==> src/rtl/regfile_pkg.sv <==
// Shared widths, state encoding and the power-on init pattern for the
// register-file write-back arbiter.
package regfile_pkg;

  localparam int DATA_W       = 32;
  localparam int N_REGS       = 16;
  localparam int REG_AW       = $clog2(N_REGS);
  localparam int MAX_WAIT_DEF = 4;

  typedef enum logic {
    INIT = 1'b0,
    RUN  = 1'b1
  } state_t;

  // Each register is initialised with its own index.
  function automatic logic [DATA_W-1:0] init_pattern(input logic [REG_AW-1:0] idx);
    return {{(DATA_W-REG_AW){1'b0}}, idx};
  endfunction

endpackage

==> src/rtl/wb_grant_logic.sv <==
// Two-requester grant for the write-back port: P wins by default, A wins
// once it has been stalled MAX_WAIT consecutive cycles.
module wb_grant_logic
  import regfile_pkg::*;
#(
  parameter int MAX_WAIT = MAX_WAIT_DEF
) (
  input  logic clk,
  input  logic rst,
  input  logic run,
  input  logic p_valid,
  input  logic a_valid,
  output logic p_grant,
  output logic a_grant
);

  localparam int WAIT_W = $clog2(MAX_WAIT + 1);

  logic [WAIT_W-1:0] wait_cnt;
  logic              starved;

  assign starved = (wait_cnt == WAIT_W'(MAX_WAIT));

  // NOTE: every combinational output gets a default first so no path leaves it unassigned (no latch).
  always_comb begin
    a_grant = 1'b0;
    p_grant = 1'b0;
    if (run) begin
      a_grant = a_valid && (!p_valid || starved);
      p_grant = p_valid && !a_grant;
    end
  end

  // NOTE: sequential state uses non-blocking assignments only, so all flops update from pre-edge values.
  always_ff @(posedge clk or posedge rst) begin
    if (rst) begin
      wait_cnt <= '0;
    end else if (!a_valid || a_grant) begin
      wait_cnt <= '0;
    end else if (run && !starved) begin
      wait_cnt <= wait_cnt + WAIT_W'(1);
    end
  end

endmodule

==> src/rtl/regfile_wb_arbiter.sv <==
// Register-file write-port owner: power-on init of every register with its
// index, then arbitration between the WB stage (P) and the aux unit (A).
module regfile_wb_arbiter
  import regfile_pkg::*;
#(
  parameter int MAX_WAIT = MAX_WAIT_DEF
) (
  input  logic              clk,
  input  logic              rst,
  input  logic              p_valid,
  input  logic [REG_AW-1:0] p_dest,
  input  logic [DATA_W-1:0] p_data,
  output logic              p_ready,
  input  logic              a_valid,
  input  logic [REG_AW-1:0] a_dest,
  input  logic [DATA_W-1:0] a_data,
  output logic              a_ready,
  output logic              wb_en,
  output logic [REG_AW-1:0] wb_dest,
  output logic [DATA_W-1:0] wb_data,
  output logic              init_done
);

  state_t            state, state_next;
  logic [REG_AW-1:0] idx;
  logic              run;
  logic              p_grant, a_grant;

  wb_grant_logic #(
    .MAX_WAIT (MAX_WAIT)
  ) u_grant (
    .clk     (clk),
    .rst     (rst),
    .run     (run),
    .p_valid (p_valid),
    .a_valid (a_valid),
    .p_grant (p_grant),
    .a_grant (a_grant)
  );

  always_ff @(posedge clk or posedge rst) begin
    if (rst) state <= INIT;
    else     state <= state_next;
  end

  always_comb begin
    state_next = state;
    if (state == INIT && idx == REG_AW'(N_REGS - 1)) state_next = RUN;
  end

  always_comb begin
    run       = (state == RUN);
    init_done = run;
    p_ready   = p_grant;
    a_ready   = a_grant;
  end

  always_ff @(posedge clk or posedge rst) begin
    if (rst) idx <= '0;
    else if (state == INIT) idx <= idx + REG_AW'(1);
  end

  // NOTE: only control/datapath flops are reset here; the register array itself lives outside and is filled by the init sequence.
  always_ff @(posedge clk or posedge rst) begin
    if (rst) begin
      wb_en   <= 1'b0;
      wb_dest <= '0;
      wb_data <= '0;
    end else if (state == INIT) begin
      wb_en   <= 1'b1;
      wb_dest <= idx;
      wb_data <= init_pattern(idx);
    end else if (a_grant) begin
      wb_en   <= 1'b1;
      wb_dest <= a_dest;
      wb_data <= a_data;
    end else if (p_grant) begin
      wb_en   <= 1'b1;
      wb_dest <= p_dest;
      wb_data <= p_data;
    end else begin
      // Idle: address/data hold their last values.
      wb_en <= 1'b0;
    end
  end

endmodule
==> config.mk <==
export PLATFORM = sky130hd
export DESIGN_NAME = regfile_wb_arbiter
export DESIGN_NICKNAME = d
export VERILOG_FILES = /design/src/rtl/regfile_pkg.sv /design/src/rtl/wb_grant_logic.sv /design/src/rtl/regfile_wb_arbiter.sv
export SDC_FILE = /design/constraint.sdc
export NUM_CORES = 1
export LEC_CHECK = 0
export BUFFER_PORTS_ARGS = -buffer_cell sky130_fd_sc_hd__clkbuf_2
export CAP_MARGIN = 20
export CORE_MARGIN = 4
export CORE_UTILIZATION = 40
export CTS_CLUSTER_SIZE = 28
export DETAILED_ROUTE_END_ITERATION = 16
export PLACE_DENSITY = 0.85
export REMOVE_ABC_BUFFERS = 1
export SYNTH_ARGS = -nofsm -noshare
export SYNTH_HDL_FRONTEND = slang
export SYNTH_SLANG_ARGS = --single-unit
==> constraint.sdc <==
create_clock -name clk -period 1.4 [get_ports clk]
set_input_delay 0.07 -clock clk [delete_from_list [all_inputs] [get_ports clk]]
set_output_delay 0.07 -clock clk [all_outputs]
set_load 0.02 [all_outputs]
==> impl_summary.md <==
Outcome
The flow ran to the end, but the final reports show violations. The checks that failed: hold timing, setup timing.

Clock network
The TritonCTS clock tree is done. The total clock sinks is 45. Clock-pin slew was measured on the worst setup and hold paths at about 90 ps. The number of H-tree levels is 2. No sink is reached through more buffers than the 2 on the longest clock path. The tree is rooted in a sky130_fd_sc_hd__clkbuf_8. The clock reaches the later pin of the worst-skew pair after 300 ps. The number of clock buffers added by TritonCTS is 5.

Route
Once detail routing completed, the nets flagged for antenna violations numbered 0. For this run, the detailed router's first-pass iteration total came to 4. The average wire per standard cell is 19.94 microns. In this run, the number of DRC markers left after iteration 0 of detailed routing was around 220.

The total number of vias is 2337. Using the TritonRoute via totals, the vias-per-cell ratio works out to 5.645. In the routed design, unresolved DRC markers number 0.

The total length of routed wires is 8.256 mm.

Placed design
Port buffering added 115 buffers. Once placement completed, the tool counted placed cells totaling about 370. Once detailed placement completed, the half-perimeter wirelength came to between 4 and 5 mm. The placer's final routability congestion estimate is 0.7942.

Flow run
The number of max-cap violations is 0.

Power
The switching share of power is 0.3020. VDD sags by at most between 600 and 700 uV. Internal power comes to approximately 2.2 mW. Dividing total power by cell area gives a power density of 892.3 mW/mm^2. The portion of total power attributed to the clock network is 0.253.

The power share of the sequential group is 0.477. Of the total power, combinational logic draws 0.270. The power spent charging and discharging nets is a little over 900 uW. Summed over all cells, the static leakage comes to around 1.7 nW.

Synth
Of the post-synthesis cell area, the dominant cell type holds 0.5279. After synthesis, the netlist uses 28 different library cells. Synthesis produced 185 cells. The synthesized area divided by synthesized cell count is approximately 12 sq um. The number of warning messages in the yosys log is 0. The top cell type by total area after synthesis is sky130_fd_sc_hd__dfrtp_1. Summing every instance area after synthesis gives approximately 0.0021 sq mm. By area the synthesized netlist is led by sky130_fd_sc_hd__dfrtp_1 53%, sky130_fd_sc_hd__a221o_1 13%, sky130_fd_sc_hd__and2_1 8.2%. The part of the Yosys area used for sequential elements is 0.5279. The number of synthesized register bits is 45.

Critical path
The startpoint class of the critical path is a register. Data on the critical path arrives at its endpoint at roughly 1800 ps. The logic depth of the worst register-to-register path is 7. The data required time of the worst path is roughly 1600 ps. Along the worst path, the maximum fanout reaches 7. The kind of critical path is register to register. The worst reg-to-reg setup slack is -250 ps.

The endpoint of the worst register-to-register path is wb_data[22]. The startpoint of the worst-slack reg-to-reg timing path is u_grant.wait_cnt[1]. The nature of the critical path endpoint is a register.

Floorplanning
The initial utilization of the core area, before any placement, comes to 0.4150. The standard-cell row count is 26. The core region is between 0.005 and 0.006 sq mm. Pin placement for this block handled roughly 120 I/O pins. The width of the die is a little over 80 microns.

The floorplan step defined a die boundary enclosing 0.006566 sq mm. The die is around 81 microns tall.

GRT
The total overflow left after global routing is 0. The first global-routing pass estimated 12.33 mm of wire. The combined global-route utilization of all metal layers is 0.2522. The maximum number of pins on one net before global-route repair is 30. The number of antenna violations at the first check in global routing came to 0. The via count of the first global-routing pass is 2470.

Cells and area
The share of the core filled with cells in the final layout is 0.6728. The fraction of final layout cells with drive strength greater than 1 is 0.5058. For this run, the number of standard cells in the final layout without fillers is just over 400. The area overhead of the layout relative to synthesis is 62.11%. At the end of the flow, the number of nets in the layout was between 400 and 500. 0 antenna diodes ended up in the layout.

Worst hold path
The startpoint of the most critical hold path is p_data[7]. The number of instances on the worst hold path is 2. The capture endpoint of the worst hold path is wb_data[7]. The path type of the worst min-delay path is primary input to register.

STA
At the pin with the least slew margin, the transition time is about 380 ps. The final worst hold slack is -6.416 ps. The highest clock frequency the design can meet is about 600 MHz.

Setup slack on the critical path of the routed design comes to -250.0 ps. In this run the tightest slew margin relative to its limit is 0.7448. The clock skew after layout is roughly 11 ps. Setup repair after global routing could not meet its margin everywhere. The number of setup violations in the final report is 41. The final max-slew violation count is 0. The final hold violation count is 2. After layout, the minimum clock period comes to around 1700 ps. Dividing the final minimum period by the clock period gives 1.179.
==> power groups by stage <==
stage | Clock (mW) | Combinational, mW | Sequential (mW)
final | 0.781 | 0.833 | 1.47
after global routing | 0.847 | 0.886 | 1.49
after CTS | 0.781 | 0.792 | 1.47
after detailed placement | 0 | 0.680 | 1.49
after global placement | 0 | 0.662 | 1.49
after floorplan | 0 | 0.222 | 1.61
==> area by class of cell <==
type | instances | area (sq um)
fill | 363 | 1682
timing repair buffer | 164 | 1132
sequential | 45 | 1126
multi-input combinational | 121 | 1007
tap | 70 | 87.58
clock buffer | 6 | 72.57
inverter | 6 | 22.52
clock inverter | 2 | 10.01
==> what timing repair did <==
item | in CTS | in global routing
gates resized for setup | 28 | 10
hold buffers | 14 | 0
setup endpoints to repair | 39 | 41
hold endpoints to repair | 27 | 0
cloned | 3 | 1
pin swaps | 17 | 21
buffers inserted | 12 | 3
==> cell usage in the layout (no fill, tap or decap), drive strengths merged <==
cell,instances
o21ai,2
clkbuf,120
buf,36
nor2b,1
dfrtp,45
a21oi,8
xnor2,3
mux2,1
a221o,28
dlygate4sd3,14
a21boi,4
nand3,3
nand4,1
a21o,3
clkinv,3
nand2,13
a31oi,1
nor3b,11
a21bo,1
nand4b,1
and2,28
o32a,8
ha,3
inv,5
nor2,1
==> synth_stat cells (all sizes together) <==
| library cell | count |
|---|---|
| a21oi | 8 |
| a21o | 3 |
| buf | 7 |
| nand2 | 13 |
| o32a | 8 |
| clkinv | 1 |
| a31oi | 1 |
| a221o | 28 |
| nand4 | 1 |
| nor2 | 1 |
| nor2b | 1 |
| a21bo | 1 |
| nand4b | 1 |
| ha | 3 |
| mux2 | 1 |
| clkbuf | 7 |
| inv | 5 |
| dfrtp | 45 |
| xnor2 | 3 |
| nor3b | 10 |
| nand3 | 3 |
| o21ai | 2 |
| and2 | 28 |
| a21boi | 4 |
==> how the worst max path moves through the flow <==
stage / from / endpoint / slack, ps
after floorplan: init_done / wb_data[10] / -1200
after global placement: init_done / wb_data[2] / -440
after detailed placement: init_done / wb_dest[0] / -530
after CTS: u_grant.wait_cnt[1] / wb_data[27] / -150
after global routing: u_grant.wait_cnt[0] / wb_dest[1] / -280
final: u_grant.wait_cnt[1] / wb_data[22] / -250
==> sequential cells by signal, indices dropped and copies added, names as in the netlist <==
name              cells
wb_dest               4
wb_data              32
idx                   4
u_grant.wait_cnt      3
wb_en                 1
init_done             1
==> critical path, cell delays in order (launching register included) <==
cell                        delay [ps]
sky130_fd_sc_hd__dfrtp_1           390
sky130_fd_sc_hd__inv_2              60
sky130_fd_sc_hd__ha_4              170
sky130_fd_sc_hd__a21boi_4          210
sky130_fd_sc_hd__nor2_4             80
sky130_fd_sc_hd__buf_12            140
sky130_fd_sc_hd__clkbuf_16         150
sky130_fd_sc_hd__a221o_1           320
==> layer usage <==
layer / global-route usage / up-vias / wire, microns / share of wire
met1: 0.2966 / 1138 / 2950 / 0.36
met2: 0.4146 / 159 / 4106 / 0.50
met5: 0.03333 / - / 0 / 0
met3: 0.07650 / 34 / 853 / 0.10
li1: - / 1006 / - / -
met4: 0.1250 / 0 / 345 / 0.042
==> cells by family (layout without fill, tap and decap cells) <==
family	after synthesis	after routing	synth area share
simple gates	58	59	0.1642
compound gates	55	55	0.2264
flops	45	45	0.5279
buf+inv	20	178	0.04634
fa+ha+maj	3	3	0.01760
xor+xnor	3	3	0.01232
mux	1	1	0.005278
==> stage by stage <==
step           instance area, sq um  setup WS [ps]  total power [mW]  setup TNS [ps]
2_1_floorplan                  2057          -1199             1.830          -41060
3_3_place_gp                   2882         -438.8             2.151           -7543
3_5_place_dp                   2882         -530.2             2.166          -10110
4_1_cts                        3383         -151.8             3.039           -4380
5_1_grt                        3458         -284.8             3.219           -9363
6_report                       3458         -250.0             3.086           -7945
Power figures use the tool's default switching activity.
